**config.mk**
```make
export PLATFORM = sky130hd
export DESIGN_NAME = tcb_img_packer
export DESIGN_NICKNAME = d
export VERILOG_FILES = /design/src/rtl/tcb_pkg.sv /design/src/rtl/tcb_img_packer.sv
export SDC_FILE = /design/constraint.sdc
export NUM_CORES = 2
export LEC_CHECK = 0
export ABC_AREA = 0
export BUFFER_PORTS_ARGS = -buffer_cell sky130_fd_sc_hd__buf_2
export CAP_MARGIN = 5
export CORE_AREA = 2 2 391 393
export CTS_CLUSTER_DIAMETER = 200
export DETAILED_ROUTE_END_ITERATION = 8
export DIE_AREA = 0 0 393 395
export PLACE_DENSITY_LB_ADDON = 0.2
export SLEW_MARGIN = 20
export SYNTH_ARGS = -nofsm -noshare
export SYNTH_HDL_FRONTEND = slang
export SYNTH_SLANG_ARGS = --single-unit
export TNS_END_PERCENT = 1
```
**constraint.sdc**
```tcl
create_clock -name clk -period 5.5 [get_ports clk]
set_clock_uncertainty 0.2 [all_clocks]
set_input_delay 1.1 -clock clk [delete_from_list [all_inputs] [get_ports clk]]
set_output_delay 1.1 -clock clk [all_outputs]
set_load 0.02 [all_outputs]
```
**src/rtl/tcb_pkg.sv**
```systemverilog
// rtl/tcb_pkg.sv - shared image geometry and packer state encoding for the TCB classifier
package tcb_pkg;

    localparam int N_PIX = 121;
    localparam int PIX_W = 8;
    localparam int IMG_W = N_PIX * PIX_W;

    typedef enum logic {
        ST_FILL = 1'b0,
        ST_HOLD = 1'b1
    } state_t;

endpackage

```
**src/rtl/tcb_img_packer.sv**
```systemverilog
// rtl/tcb_img_packer.sv - byte-serial pixel stream to flat image packer with SOF resync
module tcb_img_packer #(
    parameter int N_PIX = tcb_pkg::N_PIX,
    parameter int PIX_W = tcb_pkg::PIX_W
) (
    input  logic                   clk,
    input  logic                   rst,
    input  logic [PIX_W-1:0]       pix_data,
    input  logic                   pix_sof,
    input  logic                   pix_valid,
    output logic                   pix_ready,
    output logic [N_PIX*PIX_W-1:0] img_source,
    output logic                   valid_top,
    input  logic                   ready_top,
    output logic [7:0]             drop_cnt,
    output logic                   busy
);

    import tcb_pkg::state_t;
    import tcb_pkg::ST_FILL;
    import tcb_pkg::ST_HOLD;

    localparam int IMG_W = N_PIX * PIX_W;
    localparam int CNT_W = $clog2(N_PIX);
    localparam logic [CNT_W-1:0] CNT_LAST = CNT_W'(N_PIX - 1);

    state_t           state;
    logic [CNT_W-1:0] cnt;
    logic             beat;

    assign beat = pix_valid & pix_ready;
    assign busy = (cnt != '0) || (state == ST_HOLD);

    // FILL shifts pixels in and counts them; HOLD freezes the image until the classifier takes it
    always_ff @(posedge clk or negedge rst) begin
        if (!rst) begin
            state      <= ST_FILL;
            cnt        <= '0;
            img_source <= '0;
            valid_top  <= 1'b0;
            pix_ready  <= 1'b0;
            drop_cnt   <= '0;
        end else begin
            case (state)
                ST_FILL: begin
                    pix_ready <= 1'b1;
                    if (beat) begin
                        img_source <= {img_source[IMG_W-PIX_W-1:0], pix_data};
                        if (pix_sof && cnt != '0) begin
                            // A new frame started before the old one finished: restart at pixel 0.
                            // Leftover bytes of the old frame get shifted out by the new frame.
                            cnt <= CNT_W'(1);
                            if (drop_cnt != 8'hFF) begin
                                drop_cnt <= drop_cnt + 8'd1;
                            end
                        end else if (cnt == CNT_LAST) begin
                            cnt       <= '0;
                            state     <= ST_HOLD;
                            valid_top <= 1'b1;
                            pix_ready <= 1'b0;
                        end else begin
                            cnt <= cnt + CNT_W'(1);
                        end
                    end
                end
                ST_HOLD: begin
                    if (ready_top) begin
                        state     <= ST_FILL;
                        valid_top <= 1'b0;
                        pix_ready <= 1'b1;
                    end
                end
                default: begin
                    state <= ST_FILL;
                end
            endcase
        end
    end

endmodule

```
**Yosys cells after proc, flatten, opt, wreduce, memory -nomap -nowiden**

Cells that the tools add are included.

- Register bits: 986
- Logic and storage cells: 39
- Input port bits: 13

- Mux-type cells: 17
- Reductions and logical operators: 6
- $add $sub $neg: 2
- Eq/ne operators: 6
- Bitwise logic cells: 2

Operators with widths:

| kind | count |
|---|---|
| 7-bit two-way mux | 2 |
| 1-bit two-way mux | 12 |
| 8-bit by 1-bit adder with 8-bit output (second input constant) | 1 |
| 2-bit inequality test (second input constant) | 4 |
| 8-bit inequality test (second input constant) | 1 |
| 4-bit AND reduction | 2 |
| 7-bit by 1-bit adder with 7-bit output (second input constant) | 1 |
| 7-bit == test (second input constant) | 1 |
| 7-bit nonzero test | 1 |
| 1-bit case mux with 2 select lines | 3 |
| 2-bit AND reduction | 1 |
| 1-bit AND | 1 |
| 1-bit logical AND | 1 |
| 1-bit logical OR | 1 |
| 1-bit NOT | 1 |

**Logic depth before layout (Yosys ltp)**

- Depth after elaboration: 5
- Gate-level depth with buffers: 7

**Worst setup path before layout**

OpenSTA, ideal clock, no wires.

- Path kind: flip-flop to output port
- From: register cnt[3]
- To: output busy
- Stages on the path, launching flop included: 3
- Data required time: 4.200 ns
- Slack: 2.772 ns
- Buffers on the path: 0
- Arrival: 1.428 ns
- Cells stage by stage: dfrtp_1 -> or4_4 -> or3_2

- Word-level cells in the longest chain between the ends: 2

RTL lines:

| what | RTL line | text |
|---|---|---|
| start, declared | tcb_img_packer.sv:28 | `logic [CNT_W-1:0] cnt;` |
| start signal, assigned | tcb_img_packer.sv:62 | `cnt <= cnt + CNT_W'(1);` |
| 7-bit nonzero test | tcb_img_packer.sv:32 | `assign busy = (cnt != '0) \|\| (state == ST_HOLD);` |
| 1-bit logical OR | tcb_img_packer.sv:32 |  |
| end, declared | tcb_img_packer.sv:16 | `output logic busy` |

No other way between the ends.

**Final worst setup path**

Same ends and word-level chain as after synthesis.

==> impl_metrics.tcl <==
set metrics [dict create \
    status "finished, final reports clean" \
    worst-r2r-setup-slack_ns 2.87 \
    cp.required_ns 4.20 \
    gr-usage-all-layers_pct 16.9 \
    cts_made_buffers 112 \
    yosys_most_used_dff "dfrtp_1" \
    post_synthesis_mean_instance_area_sq_um 8.83 \
    power.static_leakage_nw 29.6 \
    met3_wirelength_um 10900 \
    layout.core_utilization_pct 31.9 \
    postSynthRegisterBits 986 \
    layout_worst_path_cycle_share_pct 66.1 \
    timing.critical_path.to_type "output port" \
    worst_slew_margin_rel_pct 29.6 \
    grt_max_degree 121 \
    detail_route.vias_per_cell 4.19 \
    finalMaxSlewViolations 0 \
    count_of_boundary_i_o_pins 992 \
    io_buffer_count 991 \
    synth_top_area_share_pct 66.9 \
    clock_latency_on_the_worst_skew_pair_ns 0.72 \
    clock_tree.root_cell "clkbuf_16" \
    syn2layout_area_growth_pct 30.8 \
    antenna_cells 0 \
    synth.net_count 4192 \
    die-area_sq_um 155000 \
    met2_wirelength_um 64100 \
    drc_errors 0 \
    worst_ir_drop_vdd_v 0.000292 \
    p_clk_share_pct 45.8 \
    timing.setup.tns_ns 0 \
    power.sequential.fraction_pct 45.3 \
    synth_sequential_area_ratio_pct 66.9 \
    vias_in_the_first_global_route 29500 \
    final_hold_viol_count 0 \
    synth_warn 0 \
    grt_first_pass_wirelength_um 200000 \
    initial_utilization_pct 24.4 \
    p_switching_mw 4.68 \
    antenna_violating_nets_post_route 0 \
    wirelength_um 135000 \
    worst-setup-path-type "flip-flop to output port" \
    detailedRoute.firstPassIterationCount 6 \
    setup_viol_count_final 0 \
    drv.max_cap_violation_count 0 \
    power.share.switching_pct 27.0 \
    routedLengthMet1_um 55900 \
    detail_route.iter0.violations 1835 \
    final.min_clock_period_ns 3.63 \
    data_arrival_at_the_endpoint_of_the_critical_path_ns 2.33 \
    netlist.top_cell.by_area "dfrtp_1" \
    worstPathMaxFanout 5 \
    dieWidth_um 393 \
    synthArstFlopShare_pct 100 \
    maxClockFrequency_ghz 0.275 \
    wl_per_cell_um 18.6 \
    cts_max_path_buffers 3 \
    cts_htree_levels 3 \
    power_density_nw_per_um2 360 \
    cts_tree "yes" \
    antenna_found_initial 3 \
    startpoint_type "flip-flop" \
    holdCritPathClass "primary input to asynchronous set/reset pin" \
    synth.top_cells.by_area "dfrtp_1 67%, nand2_1 30%, clkbuf_1 2.1%" \
    synth-edff-count 0 \
    route.vias.total 30300 \
    core_rows 143 \
    highest-signal-layer "met5" \
    most_frequent_cell_after_synthesis "nand2_1" \
    drive_above_1_share_pct 23.9 \
    cts.repair_timing.setup_buffer_count 0 \
    power_report.internal_total_mw 12.7 \
    rsz0062_at_grt "false" \
    gpl.final_weighted_congestion 0.877 \
    cts.sink_count 986 \
    power.share.combinational_pct 8.8 \
    synthesis.instances 4176 \
    cts_resized 0 \
    synth_area_sq_um 36900 \
    die-height_um 395 \
    post_cts_clock_slew_at_the_launch_and_capture_registers_of_the_worst_setup_and_hold_paths_ns 0.06 \
    max_slew.worst_pin.slew_ns 1.06 \
    place.detailed.hpwl_um 97100 \
    yosys-top-cells-count "2909 x nand2_1, 986 x dfrtp_1, 204 x clkbuf_1" \
    fp.coreArea_sq_um 151000 \
    finalNetCount 5135 \
    yosysUniqueCellTypes 34 \
    cts_hold_buf 0 \
    residual_overflow_from_global_routing 0 \
]
==> flip-flops by register name, indices dropped and copies added, names as in the netlist <==
name / flops
img_source: 968
drop_cnt: 8
pix_ready: 1
state: 1
cnt: 7
valid_top: 1
==> worst paths after layout <==
check / startpoint / to / cells past startpoint
worst min register to register: img_source[871]$_DFFE_PN0P_ / img_source[879]$_DFFE_PN0P_ / 2
worst max-delay path: cnt[3]$_DFFE_PN0P_ / busy / 3
worst min-delay path: rst / img_source[85]$_DFFE_PN0P_ / 1
max in group asynchronous: rst / img_source[795]$_DFFE_PN0P_ / 3
min in group clk: img_source[871]$_DFFE_PN0P_ / img_source[879]$_DFFE_PN0P_ / 2
worst max register to register: state$_DFF_PN0_ / img_source[833]$_DFFE_PN0P_ / 4
==> critical path: stages, from the launching register on <==
cell and delay, ns:
dfrtp_1 0.42, or4_4 0.57, or3_2 0.44, buf_2 0.18
==> cell usage in the layout (no fill, tap or decap), types with 2 or more instances in the layout <==
cell type,synthesis,routed
nand2_1,2909,2909
buf_2,2,990
dfrtp_1,986,986
clkbuf_16,0,113
buf_4,0,31
clkinv_2,0,27
clkbuf_8,0,25
buf_12,0,24
clkbuf_1,204,17
bufinv_16,0,13
nor2_1,8,8
nand4_1,7,7
nand3_1,6,6
xor2_1,6,6
xnor2_1,5,5
clkinvlp_4,0,5
clkinv_16,0,4
o21ai_0,3,3
inv_1,3,3
ha_1,3,3
a21oi_1,2,2
nand2b_1,2,2
inv_6,0,2
==> routing by layer <==
layer  vias up  global-route usage (%)
li1      14500                       -
met1     14800                    21.0
met2       833                    27.5
met3       174                    5.62
met4         2                    5.21
met5         -                       0
==> cell families after synthesis <==
group	share of synthesized area [%]
and+or+nand+nor	30.2
DFF	66.9
buffers and inverters	2.25
xor gates and xnor gates	0.261
AOI/OAI and AO/OA	0.204
adders and majority gates	0.102
muxes	0.0305
==> stage by stage <==
stage               area (sq um)  hold WS, ns  total power [mW]  worst slack (ns)  cells
floorplan                  36900        0.289              8.72              2.77   4176
global placement           44300        0.254              9.56              2.17   7035
detailed placement         44300        0.260              9.56              2.15   7035
CTS                        48200        0.190              17.6              1.76   7242
global route               48200        0.228              18.1              1.73   7242
finish                     48200        0.236              17.4              1.87   7242
==> area by class of cell <==
| class | count | area (sq um) |
|---|---|---|
| Fill cell | 16000 | 103000 |
| Clock inverter | 52 | 717 |
| Multi-Input combinational cell | 2970 | 11400 |
| Timing Repair Buffer | 1046 | 5680 |
| Sequential cell | 986 | 24700 |
| Inverter | 3 | 11.3 |
| Tap cell | 2030 | 2540 |
| Clock buffer | 155 | 3240 |
==> power by group through the flow <==
stage | clock network (mW) | logic, mW | registers, mW
2_1_floorplan | 0 | 0.464 | 8.25
6_report | 7.95 | 1.53 | 7.87
3_3_place_gp | 0 | 1.57 | 7.99
5_1_grt | 8.48 | 1.69 | 7.91
3_5_place_dp | 0 | 1.57 | 7.99
4_1_cts | 8.18 | 1.57 | 7.87
(Power assumes the default switching activity.)
